[config.mk]
export PLATFORM = sky130hd
export DESIGN_NAME = oflow_monitor
export DESIGN_NICKNAME = d
export VERILOG_FILES = /design/src/rtl/oflow_pkg.sv /design/src/rtl/oflow_channel.sv /design/src/rtl/oflow_monitor.sv
export SDC_FILE = /design/constraint.sdc
export NUM_CORES = 1
export LEC_CHECK = 0
export CELL_PAD_IN_SITES_DETAIL_PLACEMENT = 2
export CELL_PAD_IN_SITES_GLOBAL_PLACEMENT = 2
export CORE_MARGIN = 10
export CORE_UTILIZATION = 30
export DETAILED_ROUTE_END_ITERATION = 10
export GPL_ROUTABILITY_DRIVEN = 0
export GPL_TIMING_DRIVEN = 0
export HOLD_SLACK_MARGIN = 0.03
export PLACE_DENSITY = 0.83
export SETUP_SLACK_MARGIN = 0.05
export SLEW_MARGIN = 20
export SYNTH_ARGS = -nofsm -noshare
export SYNTH_HDL_FRONTEND = slang
export SYNTH_HIERARCHICAL = 1
export SYNTH_SLANG_ARGS = --single-unit
export TNS_END_PERCENT = 10
[constraint.sdc]
create_clock -name clk -period 5.5 [get_ports clk]
set_clock_uncertainty 0.2 [all_clocks]
set_input_delay 0.55 -clock clk [delete_from_list [all_inputs] [get_ports clk]]
set_output_delay 0.55 -clock clk [all_outputs]
set_load 0.01 [all_outputs]
[src/rtl/oflow_pkg.sv]
// rtl/oflow_pkg.sv - shared helpers and constants for the overflow monitor
// Contents: clog2, channel-index width, counter saturation value.
package oflow_pkg;

  // Ceiling log2; clog2(1) = 0.
  function automatic int clog2(input int n);
    int r;
    r = 0;
    for (int i = 0; i < 32; i++) begin
      if ((1 << i) < n) r = i + 1;
    end
    return r;
  endfunction

  // Channel index width, never below one bit.
  function automatic int idx_w(input int n_ch);
    return (clog2(n_ch) < 1) ? 1 : clog2(n_ch);
  endfunction

  // Saturation value of a cnt_w-bit window counter.
  function automatic int cnt_sat(input int cnt_w);
    return (1 << cnt_w) - 1;
  endfunction

  localparam int N_CH_DEF  = 9;
  localparam int CNT_W_DEF = 8;
  localparam int CH_IDX_W  = idx_w(N_CH_DEF);
  localparam int CNT_SAT   = cnt_sat(CNT_W_DEF);

endpackage

[src/rtl/oflow_channel.sv]
// rtl/oflow_channel.sv - per-channel sticky flag, window tracker and saturating counter
// Ports:
//   clk, rst  : clock, synchronous active-high reset
//   gate_d    : delayed acquisition gate
//   oflow_in  : overflow bit for this channel
//   clr       : channel clear (already includes clear-all)
//   state     : sticky overflow flag
//   count     : windows-with-overflow counter, saturating
//   hit       : gate_d & oflow_in
module oflow_channel
  import oflow_pkg::*;
#(
  parameter int CNT_W = 8
) (
  input  logic             clk,
  input  logic             rst,
  input  logic             gate_d,
  input  logic             oflow_in,
  input  logic             clr,
  output logic             state,
  output logic [CNT_W-1:0] count,
  output logic             hit
);

  localparam logic [CNT_W-1:0] CNT_MAX = CNT_W'(cnt_sat(CNT_W));

  logic             state_q, state_d;
  logic             win_seen_q, win_seen_d;
  logic [CNT_W-1:0] count_q, count_d;

  assign hit = gate_d & oflow_in;

  always_comb begin
    state_d    = state_q;
    win_seen_d = win_seen_q;
    count_d    = count_q;

    if (clr)      state_d = 1'b0;
    else if (hit) state_d = 1'b1;

    // win_seen ignores clr so a window cleared mid-way is not recounted.
    if (!gate_d)  win_seen_d = 1'b0;
    else if (hit) win_seen_d = 1'b1;

    if (clr) begin
      count_d = '0;
    end else if (hit && !win_seen_q && (count_q != CNT_MAX)) begin
      count_d = count_q + 1'b1;
    end
  end

  always_ff @(posedge clk) begin
    if (rst) begin
      state_q    <= 1'b0;
      win_seen_q <= 1'b0;
      count_q    <= '0;
    end else begin
      state_q    <= state_d;
      win_seen_q <= win_seen_d;
      count_q    <= count_d;
    end
  end

  assign state = state_q;
  assign count = count_q;

endmodule

[src/rtl/oflow_monitor.sv]
// rtl/oflow_monitor.sv - multi-channel gated sticky overflow monitor
// Ports:
//   clk, rst      : clock, synchronous active-high reset
//   oflow_in      : per-channel overflow bits from the ADC path
//   gate          : acquisition window, delayed GATE_DLY cycles internally
//   oflow_clr     : per-channel clear of flag and counter
//   oflow_clr_all : clear of all flags, counters and first-channel capture
//   oflow_state   : sticky per-channel flags
//   oflow_any     : registered OR of flags, coincident with oflow_state
//   oflow_count   : channel k counter at [k*CNT_W +: CNT_W]
//   first_ch      : lowest-index channel of the first hit cycle
//   first_valid   : first_ch holds a captured value
module oflow_monitor
  import oflow_pkg::*;
#(
  parameter  int N_CH     = 9,
  parameter  int CNT_W    = 8,
  parameter  int GATE_DLY = 2,
  localparam int IDX_W    = idx_w(N_CH)
) (
  input  logic                  clk,
  input  logic                  rst,
  input  logic [N_CH-1:0]       oflow_in,
  input  logic                  gate,
  input  logic [N_CH-1:0]       oflow_clr,
  input  logic                  oflow_clr_all,
  output logic [N_CH-1:0]       oflow_state,
  output logic                  oflow_any,
  output logic [N_CH*CNT_W-1:0] oflow_count,
  output logic [IDX_W-1:0]      first_ch,
  output logic                  first_valid
);

  logic [GATE_DLY-1:0] gate_pipe_q, gate_pipe_d;
  logic                gate_d;
  logic [N_CH-1:0]     hit;
  logic [N_CH-1:0]     clr_eff;
  logic                oflow_any_q, oflow_any_d;
  logic [IDX_W-1:0]    first_ch_q, first_ch_d;
  logic                first_valid_q, first_valid_d;
  logic [IDX_W-1:0]    low_idx;

  always_comb begin
    gate_pipe_d    = gate_pipe_q;
    gate_pipe_d[0] = gate;
    for (int i = 1; i < GATE_DLY; i++) begin
      gate_pipe_d[i] = gate_pipe_q[i-1];
    end
  end

  assign gate_d  = gate_pipe_q[GATE_DLY-1];
  assign clr_eff = oflow_clr | {N_CH{oflow_clr_all}};

  for (genvar k = 0; k < N_CH; k++) begin : g_ch
    oflow_channel #(
      .CNT_W(CNT_W)
    ) u_ch (
      .clk     (clk),
      .rst     (rst),
      .gate_d  (gate_d),
      .oflow_in(oflow_in[k]),
      .clr     (clr_eff[k]),
      .state   (oflow_state[k]),
      .count   (oflow_count[k*CNT_W +: CNT_W]),
      .hit     (hit[k])
    );
  end

  // Lowest-index hit wins: scan downwards so the last assignment is the lowest.
  always_comb begin
    low_idx = '0;
    for (int k = N_CH - 1; k >= 0; k--) begin
      if (hit[k]) low_idx = IDX_W'(k);
    end
  end

  always_comb begin
    first_ch_d    = first_ch_q;
    first_valid_d = first_valid_q;
    if (oflow_clr_all) begin
      first_ch_d    = '0;
      first_valid_d = 1'b0;
    end else if (!first_valid_q && (|hit)) begin
      first_ch_d    = low_idx;
      first_valid_d = 1'b1;
    end
  end

  // Mirrors the per-channel next-state so oflow_any lands with oflow_state.
  assign oflow_any_d = |((oflow_state | hit) & ~clr_eff);

  always_ff @(posedge clk) begin
    if (rst) begin
      gate_pipe_q   <= '0;
      oflow_any_q   <= 1'b0;
      first_ch_q    <= '0;
      first_valid_q <= 1'b0;
    end else begin
      gate_pipe_q   <= gate_pipe_d;
      oflow_any_q   <= oflow_any_d;
      first_ch_q    <= first_ch_d;
      first_valid_q <= first_valid_d;
    end
  end

  assign oflow_any   = oflow_any_q;
  assign first_ch    = first_ch_q;
  assign first_valid = first_valid_q;

endmodule

; Word-level counts from Yosys, hierarchy flattened
; Cells that the tools add are included.
[totals]
inputBits = 22
ff_bits = 126
out_inout_bits = 115
elab_cells = 114
[classes]
n_eq_ne = 9
add_sub_neg = 9
n_mux = 9
bitwise = 14
n_reduce_logical = 42
[op_table]
columns = op, n
row1 = 32-bit two-way mux, 8
row2 = 8-bit by 1-bit adder with 8-bit output (second input constant), 9
row3 = 8-bit != test (second input constant), 9
row4 = 2-bit OR reduction, 11
row5 = 1-bit logical AND, 19
row6 = 9-bit bitwise OR, 2
row7 = 9-bit OR reduction, 2
row8 = 1-bit zero test, 10
row9 = 1-bit bitwise AND, 9
row10 = 9-bit bitwise AND, 1
row11 = 9-bit NOT, 1
row12 = 4-bit two-way mux, 1
row13 = 1-bit NOT, 1

; Logic depth before layout (Yosys ltp)
[depth]
ltp_word = 10
mapped_depth = 6
depth_no_buf = 6

; By module
; The synthesis kept the hierarchy.
[by_module_without_submodules]
columns = mod, area_each_um2, cells_per_inst, seq_area_each_um2, instances
row1 = oflow_channel, 469.2, 53, 200.2, 9
row2 = oflow_monitor, 706.9, 93, 160.2, 1

; Least setup slack after synthesis
; Ideal clock, no wire load.
[synth_timing]
path_kind = input to register
startpoint = input oflow_in[3]
endpoint = register first_valid_q, in the netlist first_valid
stages = 4
arrival_time_ns = 1.766
slack_ns = 3.408
setup_ns = 0.127
n_path_buf = 0
t_required_ns = 5.173
path_cell_list = nand2_1 -> inv_1 -> or4_4 -> o41a_2
[synth_via]
elab_chain_cells = 3
[synth_rtl]
columns = element, line
row1 = from (decl), oflow_monitor.sv:23  ; input logic [N_CH-1:0] oflow_in,
row2 = 1-bit bitwise AND, oflow_channel.sv:31  ; assign hit = gate_d & oflow_in;
row3 = named net hit[3], oflow_monitor.sv:36  ; logic [N_CH-1:0] hit;
row4 = 9-bit OR reduction, oflow_monitor.sv:83  ; end else if (!first_valid_q && (|hit)) begin
row5 = 1-bit logical AND, oflow_monitor.sv:83
row6 = to (signal assigned), oflow_monitor.sv:102  ; first_valid_q <= first_valid_d;
row7 = to (decl), oflow_monitor.sv:40  ; logic first_valid_q, first_valid_d;
; The timed path passes the listed nets, and every way through them passes these cells.
; A chain may end at the register's enable or synchronous reset.

; Final worst setup path
[layout_timing]
startpoint = register gate_pipe_q[1]
endpoint = register first_ch_q[0], in the netlist first_ch[0]
[layout_via]
elab_chain_cells = 9
elab_cells_between_ends = 19
cone_classes = 8 x mux / 9 x bitwise / 2 x reduce/logical
[layout_rtl]
columns = element, line
row1 = from (decl), oflow_monitor.sv:34  ; logic [GATE_DLY-1:0] gate_pipe_q, gate_pipe_d;
row2 = from (signal assigned), oflow_monitor.sv:99  ; gate_pipe_q <= gate_pipe_d;
row3 = 1-bit bitwise AND (*), oflow_channel.sv:31
row4 = named net hit[7], oflow_monitor.sv:36
row5 = 32-bit two-way mux (8 in a row), oflow_monitor.sv:73  ; if (hit[k]) low_idx = IDX_W'(k);
row6 = to (signal assigned), oflow_monitor.sv:101  ; first_ch_q <= first_ch_d;
row7 = to (decl), oflow_monitor.sv:39  ; logic [IDX_W-1:0] first_ch_q, first_ch_d;
; Mark *: on every way through the listed nets, which the timed path passes. The rest lies on a longest branch.

==> run metrics <==
slew of the pin with the lowest slew margin=1020 ps; CTS hold repair buffers=0; layout overhead on the synthesized area=36.6%; number of pins with negative max-slew slack in the final report=0; dominant synthesized flop cell=dfxtp_1; overall routing resource usage=15.7%; initial core utilization=30.8%; number of cells on the worst hold path=1; yosys synthesis warning count=6; wire length of the first global-routing pass=28,600 um; input/output buffers=108; mean instance size in the synthesized netlist=8.65 um2; number of synthesized flops with an enable pin=0; Slew Limit Headroom=31.8%; post-CTS repair timing setup buffer count=0; final net count=748; capturing element type of the critical path=flip-flop; number of iterations in the first detailed-routing pass=4; type of element launching the critical path=flip-flop; Via Count=4,897; standard-cell row count=46; maximum buffer depth of the clock tree=2; final worst-path setup slack=2850 ps; share of post-route cells with drive strength above 1=11.9%; commonest non-fill, non-tap cell in the layout=clkdlybuf4s50_1; cell area after synthesis=0.00493 mm2; max_cap viols=0; Total Negative Setup Slacks=0 ps; count of antenna diodes in the layout=0; HP Class=flip-flop to flip-flop; status=finished clean; cts bufs inserted=9; final period demand of the worst path=2650 ps; HPWL reported at the end of detailed placement=13,800 um; Post-Place Setup Slack=2710 ps; final-layout worst hold slack=243 ps; vias in the first global route=5,350; core outline area=0.0160 mm2; areal power density over the cells=229 mW/mm2; Reg2Reg Depth=6; number of synthesized register bits=98; data arrival time of the critical path=2720 ps; clock transition at the register clock pins on the worst setup and hold paths after CTS=70 ps; register area share after synthesis=39.8%; die span in x=148 um; Die Ht=148 um; Leak Pwr=2.68 nW; asr flop ratio synth=0%; clock sinks=98; count of routing violations after the opening detailed-route iteration=158; average wire per cell in the routed design=18.6 um; WS Path Type=flip-flop to flip-flop; Hold Vio Cnt, Final=0; highest clock frequency the design can meet=378 MHz; total of endpoints with negative setup slack in the final report=0; Die Outline Area=0.0220 mm2; initial antenna violation count=0; Mapped Cells=570; maximum VDD drop=0.129 mV; total I/O pin count=137; CTS Root Cell=clkbuf_16; Req. time, crit path=5570 ps; distinct cell type count of the synthesized netlist=38; Vias/cell=5.22; leftover overflow at the end of global routing=0; unrepaired setup endpoints after global routing=no; highest net fanout along the worst path=27; CTS tree=yes; Final Cycle Share=48.1%; pin count of the biggest net entering global routing=43; highest-count cells in the layout ignoring fill and taps=107 x clkdlybuf4s50_1, 98 x dfxtp_1, 52 x nor2_1; sum of routed wire length over all layers=17,500 um; post-cts gate resize count=0; DRC viols=0; DRT antenna net count=0; number of H-tree levels=3; Clk Latency, worst-skew pair=350 ps
[routing by layer]
layer | vias to the layer above | share of wire [%] | global-route usage [%]
met3 | 13 | 5.0 | 3.61
met4 | 0 | 1.4 | 5.05
met2 | 85 | 52 | 28.8
met1 | 2440 | 41 | 17.5
li1 | 2359 | - | -
met5 | - | 0 | 0
[area by class of cell]
type	count	area, um2
Inverter	20	75.1
Buffer	29	214
Sequential cell	98	1960
Fill cell	1805	9260
Tap cell	216	270
Multi-Input combinational cell	450	2780
Clock inverter	4	72.6
Clock buffer	12	267
Timing Repair Buffer	109	1100
[through the flow]
step	cells	utilization [%]	total power, mW	cell area [um2]
after floorplan	597	-	0.798	5030
after global placement	921	39.9	0.840	6380
final	938	42.1	1.54	6740
after global routing	938	42.1	1.60	6740
after CTS	938	42.1	1.57	6740
after detailed placement	922	40.0	0.845	6400
[synthesized netlist by cell type, types with 2 or more instances]
| cell type | n | share of area (%) |
|---|---|---|
| a31oi_1 | 10 | 1.3 |
| nor3b_1 | 9 | 1.4 |
| nor4_1 | 18 | 2.3 |
| and4_1 | 9 | 1.6 |
| and3b_1 | 10 | 1.8 |
| o21ai_0 | 32 | 3.2 |
| o21a_1 | 9 | 1.4 |
| ha_1 | 9 | 2.3 |
| mux2i_1 | 9 | 1.8 |
| xor2_1 | 9 | 1.6 |
| nand2_1 | 46 | 3.5 |
| inv_1 | 20 | 1.5 |
| or3_1 | 9 | 1.1 |
| nor2_1 | 52 | 4.0 |
| and4_2 | 9 | 1.8 |
| o211a_1 | 18 | 3.7 |
| a21oi_1 | 20 | 2.0 |
| or2_2 | 18 | 2.3 |
| o31ai_1 | 9 | 1.4 |
| buf_4 | 28 | 4.3 |
| or2_1 | 9 | 1.1 |
| nand4b_1 | 9 | 1.6 |
| nor2b_1 | 3 | 0.38 |
| nand4_2 | 9 | 2.3 |
| dfxtp_1 | 98 | 40 |
| nand3_1 | 47 | 4.8 |
| or4_4 | 2 | 0.46 |
| o22ai_1 | 3 | 0.38 |
| nor3_1 | 20 | 2.0 |
| or4_1 | 9 | 1.4 |
[where the power goes]
part | leakage (nW) | switching, mW | total, mW | internal [mW]
clock | 0.165 | 0.279 | 0.714 | 0.435
sequential | 0.790 | 0.00601 | 0.720 | 0.714
combinational | 1.72 | 0.0598 | 0.111 | 0.0509
total | 2.68 | 0.345 | 1.54 | 1.20
[state kept, by name (all words and copies together), names as in the netlist]
name	count
first_ch	4
first_valid	1
g_ch.u_ch/count	72
g_ch.u_ch/state	9
g_ch.u_ch/win_seen_q	9
gate_pipe_q	2
oflow_any	1
[logic make-up (layout without fill, tap and decap cells)]
family	Yosys count	count (layout)	synth area share (%)
AO/OA/AOI/OAI	107	107	14.8
XOR/XNOR	9	9	1.60
adder cells (fa/ha/maj)	9	9	2.28
buffers and inverters	49	174	5.86
flip-flops	98	98	39.8
multiplexers	9	9	1.83
other	1	28	0.0761
AND/OR/NAND/NOR	288	288	33.8
[critical path, cell delays in order (launching register included)]
cell,delay [ps]
dfxtp_1,1000
nand2_1,370
inv_1,250
nor2b_1,150
o21ai_0,80
a2111o_1,380
o21ai_0,140
[worst paths after layout]
kind	end	slack [ps]	startpoint
max	first_ch[0]	2850	gate_pipe_q[1]
min	gate_pipe_q[1]	240	gate_pipe_q[0]
max reg2reg	first_ch[0]	2850	gate_pipe_q[1]
min reg2reg	gate_pipe_q[1]	240	gate_pipe_q[0]
Note: power is estimated with default switching activity, not from simulation.
